**config.mk**
```make
export PLATFORM = sky130hd
export DESIGN_NAME = priority_encoder_scan_display
export DESIGN_NICKNAME = d
export VERILOG_FILES = /design/src/rtl/priority_encoder_scan_display_pkg.sv /design/src/rtl/hex_to_seven_seg.sv /design/src/rtl/priority_encoder_scan_display.sv
export SDC_FILE = /design/constraint.sdc
export NUM_CORES = 1
export LEC_CHECK = 0
export CORE_MARGIN = 2
export CORE_UTILIZATION = 45
export CTS_BUF_LIST = sky130_fd_sc_hd__clkbuf_16
export DETAILED_ROUTE_END_ITERATION = 6
export GPL_TIMING_DRIVEN = 0
export PLACE_DENSITY = 0.8
export RECOVER_POWER = 25
export SYNTH_ARGS = -nofsm -noshare
export SYNTH_HDL_FRONTEND = slang
export SYNTH_SLANG_ARGS = --single-unit
```
**constraint.sdc**
```tcl
create_clock -name clk -period 4.4 [get_ports clk]
set_clock_uncertainty 0.2 [all_clocks]
set_input_delay 0.88 -clock clk [delete_from_list [all_inputs] [get_ports clk]]
set_output_delay 0.88 -clock clk [all_outputs]
set_load 0.1 [all_outputs]
```
**src/rtl/priority_encoder_scan_display_pkg.sv**
```systemverilog
// Shared constants for the priority-encoder scan display: hex segment table,
// segment bit order and a constant-friendly clog2.
package priority_encoder_scan_display_pkg;

    localparam int SEG_W = 7;

    // Bit positions inside a {a,b,c,d,e,f,g} segment word.
    localparam int SEG_A = 6;
    localparam int SEG_B = 5;
    localparam int SEG_C = 4;
    localparam int SEG_D = 3;
    localparam int SEG_E = 2;
    localparam int SEG_F = 1;
    localparam int SEG_G = 0;

    // Active-high patterns, entry 15 first; b and d are the lowercase glyphs.
    localparam logic [15:0][SEG_W-1:0] HEX_SEG = {
        7'h47, 7'h4F, 7'h3D, 7'h4E, 7'h1F, 7'h77, 7'h7B, 7'h7F,
        7'h70, 7'h5F, 7'h5B, 7'h33, 7'h79, 7'h6D, 7'h30, 7'h7E
    };

    function automatic int clog2(input int n);
        int r;
        int v;
        r = 0;
        v = n - 1;
        while (v > 0) begin
            r = r + 1;
            v = v >> 1;
        end
        return r;
    endfunction

endpackage

```
**src/rtl/hex_to_seven_seg.sv**
```systemverilog
// Combinational nibble to active-high {a..g} segment decode.
module hex_to_seven_seg
    import priority_encoder_scan_display_pkg::*;
(
    input  logic [3:0]       nibble_i,
    output logic [SEG_W-1:0] seg_o
);

    assign seg_o = HEX_SEG[nibble_i];

endmodule

```
**src/rtl/priority_encoder_scan_display.sv**
```systemverilog
// Highest-index priority encoder with registered code, scanned onto a
// multi-digit hex seven-segment panel with hold, blanking and polarity options.
module priority_encoder_scan_display
    import priority_encoder_scan_display_pkg::*;
#(
    parameter int N_INPUTS       = 16,
    parameter int DIGITS         = 2,
    parameter int SCAN_DIV       = 1000,
    parameter int LZB            = 1,
    parameter int SEG_ACTIVE_LOW = 1,
    parameter int AN_ACTIVE_LOW  = 1,
    localparam int CODE_W        = clog2(N_INPUTS)
) (
    input  logic                clk,
    input  logic                rst_n,
    input  logic [N_INPUTS-1:0] in_i,
    input  logic                hold_mode_i,
    output logic [CODE_W-1:0]   code_o,
    output logic                valid_o,
    output logic [SEG_W-1:0]    seg_o,
    output logic                dp_o,
    output logic [DIGITS-1:0]   an_o
);

    localparam int DIG_W = (DIGITS > 1) ? clog2(DIGITS) : 1;
    localparam int PSC_W = clog2(SCAN_DIV + 1);
    localparam int NIB_W = 4 * DIGITS;

    logic [N_INPUTS-1:0] sync1_q, sync2_q;
    logic [CODE_W-1:0]   idx, code_q, code_d;
    logic                any, valid_q, valid_d, stale_q, stale_d, seen_q, seen_d;
    logic [PSC_W-1:0]    psc_q, psc_d;
    logic [DIG_W-1:0]    dig_q, dig_d;
    logic [DIGITS-1:0][3:0] nib;
    logic [DIGITS-1:0]   upz;
    logic                acc, show, blank_lz;
    logic [3:0]          nib_cur;
    logic [SEG_W-1:0]    seg_hex, seg_d, seg_q;
    logic                dp_d, dp_q;
    logic [DIGITS-1:0]   an_d, an_q;

    always_comb begin
        idx = '0;
        any = 1'b0;
        for (int i = 0; i < N_INPUTS; i++) begin
            if (sync2_q[i]) begin
                idx = CODE_W'(i);
                any = 1'b1;
            end
        end
    end

    // stale marks a held code that is no longer backed by a live input.
    always_comb begin
        code_d  = code_q;
        valid_d = 1'b0;
        stale_d = 1'b0;
        seen_d  = seen_q;
        if (any) begin
            code_d  = idx;
            valid_d = 1'b1;
            seen_d  = 1'b1;
        end else if (hold_mode_i) begin
            stale_d = seen_q;
        end else begin
            code_d = '0;
        end
    end

    always_comb begin
        psc_d = psc_q + PSC_W'(1);
        dig_d = dig_q;
        if (psc_q == PSC_W'(SCAN_DIV - 1)) begin
            psc_d = '0;
            dig_d = (dig_q == DIG_W'(DIGITS - 1)) ? '0 : dig_q + DIG_W'(1);
        end
    end

    assign nib = NIB_W'(code_q);

    // upz[k]: nibble k and every nibble above it are zero.
    always_comb begin
        upz = '0;
        acc = 1'b1;
        for (int k = DIGITS - 1; k >= 0; k--) begin
            acc    = acc & (nib[k] == 4'h0);
            upz[k] = acc;
        end
    end

    assign show     = valid_q | stale_q;
    assign blank_lz = (LZB != 0) && (dig_q != '0) && upz[dig_q];
    assign nib_cur  = nib[dig_q];

    hex_to_seven_seg u_hex (
        .nibble_i (nib_cur),
        .seg_o    (seg_hex)
    );

    // Display registers follow the current digit index so an, seg and dp
    // switch together and each slot lasts a full SCAN_DIV cycles.
    always_comb begin
        seg_d = (show && !blank_lz) ? seg_hex : '0;
        dp_d  = stale_q && (dig_q == '0);
        an_d  = '0;
        an_d[dig_q] = 1'b1;
    end

    always_ff @(posedge clk or negedge rst_n) begin
        if (!rst_n) begin
            sync1_q <= '0;
            sync2_q <= '0;
            code_q  <= '0;
            valid_q <= 1'b0;
            stale_q <= 1'b0;
            seen_q  <= 1'b0;
            psc_q   <= '0;
            dig_q   <= '0;
            seg_q   <= '0;
            dp_q    <= 1'b0;
            an_q    <= '0;
        end else begin
            sync1_q <= in_i;
            sync2_q <= sync1_q;
            code_q  <= code_d;
            valid_q <= valid_d;
            stale_q <= stale_d;
            seen_q  <= seen_d;
            psc_q   <= psc_d;
            dig_q   <= dig_d;
            seg_q   <= seg_d;
            dp_q    <= dp_d;
            an_q    <= an_d;
        end
    end

    assign code_o  = code_q;
    assign valid_o = valid_q;
    assign seg_o   = (SEG_ACTIVE_LOW != 0) ? ~seg_q : seg_q;
    assign dp_o    = (SEG_ACTIVE_LOW != 0) ? ~dp_q  : dp_q;
    assign an_o    = (AN_ACTIVE_LOW  != 0) ? ~an_q  : an_q;

endmodule

```
==> results of run 1 <==
synth_stat cells (3+ instances only):
cell     number  area [um2]
dfrtp_1      60        1500
nor2_1       21        78.8
inv_1        17        63.8
nand2_1      10        37.5
a21oi_1       7        35.0
ha_1          7        87.6
nor2b_1       5        31.3
nor3_1        5        25.0
xnor2_1       5        43.8
and2_1        3        18.8
mux2i_1       3        30.0
nand3_1       3        15.0
o21ai_0       3        15.0
xor2_1        3        26.3
report_power, final:
group | switching [mW] | internal [mW]
logic | 0.0707 | 0.0370
registers | 0.0119 | 0.574
clock network | 0.211 | 0.422
worst paths after layout:
kind | end | startpoint | cells past startpoint
max in group asynchronous | sync2_q[7] | rst_n | 2
worst min-delay path | sync2_q[14] | sync1_q[14] | 0
worst min register to register | sync2_q[14] | sync1_q[14] | 0
worst max register to register | seg_q[3] | dig_q | 7
min in group asynchronous | sync1_q[15] | rst_n | 1
worst max-delay path | code_o[0] | code_o[0] | 1
metal layers:
layer | wire, um | up-vias
met2 | 1800 | 52
met4 | 115 | 0
met5 | 0 | -
met3 | 227 | 10
met1 | 1430 | 720
li1 | - | 725
flip-flops by register name (all words and copies together) (netlist names):
name and count:
an_q 2, code_o 4, dig_q 1, dp_q 1, psc_q 10, seen_q 1
seg_q 7, stale_q 1, sync1_q 16, sync2_q 16, valid_o 1
layout make-up:
| cell class | instances | area share (%) |
|---|---|---|
| sequential | 60 | 49.8 |
| multi-input combinational | 106 | 23.8 |
| timing repair buffer | 34 | 11.4 |
| clock buffer | 9 | 7.48 |
| tap | 70 | 2.91 |
| inverter | 19 | 2.37 |
| clock inverter | 5 | 1.54 |
| buffer | 4 | 0.706 |
cells by family after synthesis:
group	after synthesis	synth area share, %
buffers and inverters	23	4.01
DFF	60	65.0
adders and majority gates	7	3.79
and+or+nand+nor	61	13.9
muxes	4	1.79
AOI/OAI and AO/OA	26	8.45
xor gates and xnor gates	8	3.03
==> out/qor.log, run 1 <==
INFO  critical_path  cp-start-kind=register
INFO  timing         rsz0062_at_grt=no
INFO  routing        via_count=1507
INFO  critical_path  critPathCaptureType=output port
INFO  clock_tree     cts-buffers-inserted=9
INFO  finish         final_util=59.8%
INFO  timing         setup-tns-final=0ns
INFO  routing        postRouteAntennaNets=0
INFO  synth          most_used_dff_post_synth=dfrtp_1
INFO  clock_tree     cts_resized=0
INFO  finish         most_frequent_cells_in_the_layout=dfrtp_1, clkdlybuf4s50_1, nor2_1
INFO  timing         worst_hold_slack=0.143ns
INFO  finish         final_cell_count_no_fill=307
INFO  finish         final_net_count=260
INFO  clock_tree     numClockSinks=60
INFO  timing         slew_headroom=34.7%
INFO  timing         achievable-frequency=334MHz
INFO  hold_path      hold_path_class=reg -> reg
INFO  routing        via_per_inst=4.91
INFO  synth          synth_async_sr_flop_share=100%
INFO  clock_tree     ctsLongestPathBuffers=2
INFO  global_routing pin_count_of_the_biggest_net_entering_global_routing=45
INFO  outcome        outcome=completed
INFO  clock_tree     clk_latency=0.32ns
INFO  floorplanning  floorplan.die_area=5720um2
INFO  global_routing track_usage=15.0%
INFO  synth          synthesis.area=2310um2
INFO  synth          post_synth.cell_area_avg=12.2um2
INFO  synth          synth_fp_nets=215
INFO  finish         regArea=1500um2
INFO  power          total_leakage_power=1.37nW
INFO  routing        drtIter0Drc=96
INFO  critical_path  cp_slowest_stage_delay=1.17ns
INFO  global_routing grt_antenna_before_repair=0
INFO  critical_path  critical_path_class=reg -> out
INFO  clock_tree     h_tree_depth=3
INFO  finish         multi_input_area=716um2
INFO  synth          seq_area_frac_synth=65.0%
INFO  floorplanning  floorplan.rows=26
INFO  power          total_chip_power=1.33mW
INFO  timing         setup_violations=0
INFO  finish         layout-area-overhead-vs-synth=30.4%
INFO  clock_tree     cts.clk_slew.worst_paths=0.05ns
INFO  power          power_density=440nW/um2
INFO  global_routing grt_pass1_vias=1434
INFO  placed_design  port_buffers=33
INFO  floorplanning  overall_die_width=75.6um
INFO  critical_path  crit_path_max_fanout=5
INFO  placed_design  gpl.final_weighted_congestion=0.776
INFO  critical_path  worstPathArrival=1.91ns
INFO  finish         layout.filler_cells=406
INFO  placed_design  dp.cells=293
INFO  global_routing use_met2=24.9%
INFO  floorplanning  core_region_area=5040um2
INFO  global_routing grt_use_met1=15.7%
INFO  critical_path  crit_family=buffers and inverters
INFO  finish         layout_commonest_cell=dfrtp_1
INFO  timing         finalHoldViolations=0
INFO  placed_design  pre_cts_slack=1.74ns
INFO  floorplanning  boundaryPins=34
INFO  synth          netlist-cell-type-count=41
INFO  timing         slew_violations=0
INFO  routing        routedWlPerCell=11.6um
INFO  timing         setup_slack=1.41ns
INFO  timing         slew_at_the_pin_closest_to_its_max_slew_limit=0.976ns
INFO  floorplanning  initial_cell_density_of_the_core=45.8%
INFO  finish         post_route_cells_drive_above_1_share=10.5%
INFO  routing        drc_errors=0
INFO  synth          synth-seq-cells=60
INFO  clock_tree     clk_root_buffer_cell=clkbuf_16
INFO  critical_path  crit_buf_inv=1
INFO  synth          ys.warnings.count=0
INFO  global_routing wire_length_of_the_first_global_routing_pass=6070um
INFO  global_routing grt_busiest_layer=met2
INFO  global_routing global_routing_usage_on_met3=6.61%
INFO  floorplanning  die-height=75.6um
INFO  finish         antenna-diode-count=0
INFO  timing         post-route-period-util=68.0%
INFO  global_routing grt_overflow_total=0
INFO  clock_tree     cts_tree=yes
INFO  routing        routed_wirelength=3570um
INFO  job            timing.max_cap.violations=0
INFO  critical_path  cp_cell_sequence=clkdlybuf4s50_1
INFO  synth          post_synth_edffs=0
INFO  power          power.ir.vdd_worst=0.316mV
INFO  placed_design  place.detailed.hpwl=2430um
INFO  critical_path  timing.reg2reg.setup_slack=2.19ns
INFO  placed_design  placed_cell_area=2740um2
INFO  critical_path  critical_path.slowest_cell=clkdlybuf4s50_1
INFO  timing         period_needed=2.99ns
INFO  routing        firstDrtPassIters=5
INFO  synth          synthesis.instances=189
INFO  critical_path  worst-endpoint-required=3.32ns
INFO  clock_tree     cts_post_setup_buffers_inserted=0
INFO  clock_tree     ctsHoldBuffers=0
INFO  finish         final_design_area_excluding_fillers=3010um2
No activity file was read; power rests on OpenSTA's default activity.
==> inputs of run 2 (changes only) <==
==> constraint.sdc (replaced) <==
create_clock -name clk -period 2.8 [get_ports clk]
set_clock_uncertainty 0.2 [all_clocks]
set_input_delay 0.56 -clock clk [delete_from_list [all_inputs] [get_ports clk]]
set_output_delay 0.56 -clock clk [all_outputs]
set_load 0.1 [all_outputs]
==> run 2 against run 1 <==
Effect of this change:
- die area unchanged
- cell area increased by 0.37%
- highest routed layer unchanged
- via count is 0.40% lower
- first-iteration DRC count did not move
- sequential share of layout area is 0.19 points lower
- critical path depth unchanged
- sequential power increased by 57%
- worst hold slack barely moved
- setup slack got worse by 1.3 ns
- non-clock buffer count increased by 1
- clock power rose by 57%
==> out/qor.log, run 2 (synthesis results as in run 1) <==
INFO  outcome        outcome=completed
INFO  power          p_sw_share=22.2% [about the same]
INFO  critical_path  cp_slowest_stage_delay=1.17ns [about the same]
INFO  critical_path  crit_buf_inv=1 [unchanged]
INFO  hold_path      hold_path_class=reg -> reg
INFO  power          seq_power_share=44.2% [about the same]
INFO  power          total_leakage_power=1.38nW [+0.80%]
INFO  placed_design  gpl.final_weighted_congestion=0.776 [unchanged]
INFO  clock_tree     ctsHoldBuffers=1 [+1]
INFO  routing        drtIter0Drc=96 [unchanged]
INFO  floorplanning  die-height=75.6um [unchanged]
INFO  critical_path  critical_path_class=reg -> out
INFO  clock_tree     clk_latency=0.32ns [about the same]
INFO  placed_design  port_buffers=33 [unchanged]
INFO  critical_path  crit_family=buffers and inverters
INFO  global_routing pin_count_of_the_biggest_net_entering_global_routing=45 [unchanged]
INFO  floorplanning  floorplan.rows=26 [unchanged]
INFO  routing        drc_errors=0 [unchanged]
INFO  timing         achievable-frequency=374MHz
INFO  finish         layout_commonest_cell=dfrtp_1
INFO  clock_tree     clk_root_buffer_cell=clkbuf_16
INFO  timing         post-route-period-util=95.5%
INFO  timing         slew_at_the_pin_closest_to_its_max_slew_limit=0.976ns [+0.00000322 ns]
INFO  floorplanning  overall_die_width=75.6um [unchanged]
INFO  global_routing grt_antenna_before_repair=0 [unchanged]
INFO  critical_path  cp_cell_sequence=clkdlybuf4s50_1
INFO  routing        firstDrtPassIters=5 [unchanged]
INFO  critical_path  worst-endpoint-required=2.04ns [-1.28 ns]
INFO  power          power.ir.vdd_worst=0.493mV [+56%]
INFO  global_routing grt_overflow_total=0 [unchanged]
INFO  timing         setup_violations=0 [unchanged]
INFO  global_routing grt_pass1_vias=1421 [-0.91%]
INFO  finish         antenna-diode-count=0 [unchanged]
INFO  routing        routedWlPerCell=11.5um [-1.0%]
INFO  clock_tree     h_tree_depth=3 [unchanged]
INFO  timing         slew_headroom=34.7% [about the same]
INFO  power          cell_internal_pwr=1.62mW [+57%]
INFO  clock_tree     cts_resized=0 [unchanged]
INFO  critical_path  crit_path_max_fanout=5 [unchanged]
INFO  finish         layout_top_registers=sync1_q x16, sync2_q x16, psc_q x10
INFO  routing        routed_wirelength=3550um [-0.70%]
INFO  routing        postRouteAntennaNets=0 [unchanged]
INFO  floorplanning  initial_cell_density_of_the_core=45.8% [unchanged]
INFO  job            timing.max_cap.violations=0 [unchanged]
INFO  power          p_switching=0.461mW [+57%]
INFO  global_routing track_usage=15.0% [unchanged]
INFO  critical_path  cp-start-kind=register
INFO  floorplanning  core_region_area=5040um2 [unchanged]
INFO  floorplanning  boundaryPins=34 [unchanged]
INFO  clock_tree     numClockSinks=60 [unchanged]
INFO  power          power_density=688nW/um2 [+56%]
INFO  placed_design  place.detailed.hpwl=2430um [unchanged]
INFO  clock_tree     cts.clk_slew.worst_paths=0.05ns [about the same]
INFO  clock_tree     cts_post_setup_buffers_inserted=0 [unchanged]
INFO  critical_path  critPathCaptureType=output port
INFO  clock_tree     cts_tree=yes
INFO  floorplanning  floorplan.die_area=5720um2 [unchanged]
INFO  timing         slew_violations=0 [unchanged]
INFO  clock_tree     cts-buffers-inserted=9 [unchanged]
INFO  finish         post_route_cells_drive_above_1_share=10.9% [+0.38 points]
INFO  finish         most_frequent_cells_in_the_layout=dfrtp_1, nor2_1, inv_1
INFO  timing         period_needed=2.67ns
INFO  timing         finalHoldViolations=0 [unchanged]
INFO  finish         final_util=60.0% [+0.22 points]
INFO  routing        via_count=1501 [-0.40%]
INFO  clock_tree     ctsLongestPathBuffers=2 [unchanged]
INFO  power          total_chip_power=2.08mW [+57%]
INFO  timing         rsz0062_at_grt=no
INFO  critical_path  worstPathArrival=1.91ns [about the same]
INFO  power          comb_power_share=8.0% [about the same]
INFO  finish         layout-area-overhead-vs-synth=30.9%
INFO  critical_path  critical_path.slowest_cell=clkdlybuf4s50_1
INFO  finish         final_net_count=261 [+0.38%]
INFO  global_routing wire_length_of_the_first_global_routing_pass=6070um [unchanged]
INFO  routing        via_per_inst=4.87 [-0.72%]
INFO  power          p_clk_share=47.8% [about the same]
## run 2: cell count changes in the layout (fill, tap and decap cells not counted)
cell,before,now
buf_2,2,3
clkbuf_1,2,1
clkdlybuf4s50_1,32,17
dlygate4sd3_1,0,16
## run 2: final timing paths
kind	cells past startpoint	slack (ns)	startpoint	end
max in group asynchronous	3	1.39	rst_n	code_o[3]
setup / recovery	1	0.13	code_o[0]	code_o[0]
hold / removal	0	0.14	sync1_q[14]	sync2_q[14]
setup reg to reg	7	0.59	dig_q	seg_q[3]
min in group asynchronous	2	0.48	rst_n	sync1_q[15]
hold reg to reg	0	0.14	sync1_q[14]	sync2_q[14]
## run 2: power groups by stage
stage	clock [mW]	combinational, mW	sequential [mW]
after detailed placement	0	0.170	0.934
after CTS	1.02	0.172	0.920
after global placement	0	0.164	0.933
final	0.995	0.166	0.920
after global routing	1.06	0.180	0.923
after floorplan	0	0.0857	0.946
## run 2: worst register-to-register path, delay by kind of cell (launching register included)
family | cells | cell delay, ns
AO/OA/AOI/OAI | 2 | 0.42
AND/OR/NAND/NOR | 2 | 0.41
flip-flops | 1 | 0.46
buffers and inverters | 2 | 0.38
adder cells (fa/ha/maj) | 1 | 0.27
## run 2: area by class of cell
cell class	instances	area, um2
buffer	4	21.3
timing repair buffer	35	355
inverter	19	71.3
clock inverter	5	46.3
clock buffer	9	225
fill	406	2020
sequential	60	1500
multi-input combinational	106	716
tap	70	87.6
## run 2: through the flow
stage | hold slack (ns) | std cells | setup WS, ns | TNS [ns] | cell area [um2]
floorplan | 0.0644 | 189 | 0.448 | 0 | 2310
global placement | 0.133 | 292 | -0.692 | -41.35 | 2730
detailed placement | 0.135 | 293 | 0.465 | 0 | 2740
CTS | 0.145 | 308 | 0.117 | 0 | 3020
global route | 0.149 | 308 | 0.0745 | 0 | 3020
finish | 0.143 | 308 | 0.126 | 0 | 3020
## run 2: layer usage
layer / vias to the layer above / routed length, um / track usage (%)
met5: - / 0 / 0
met4: 0 / 107 / 9.16
met3: 9 / 216 / 6.61
met2: 48 / 1800 / 24.9
met1: 718 / 1430 / 15.7
li1: 726 / - / -
==> inputs of run 3 (changes only) <==
--- a/config.mk
+++ b/config.mk
@@ -15,3 +15,4 @@
 export SYNTH_ARGS = -nofsm -noshare
 export SYNTH_HDL_FRONTEND = slang
 export SYNTH_SLANG_ARGS = --single-unit
+export TNS_END_PERCENT = 50
==> results of run 3 <==
The final DEF is identical to that of run 2; final timing and power are the same.
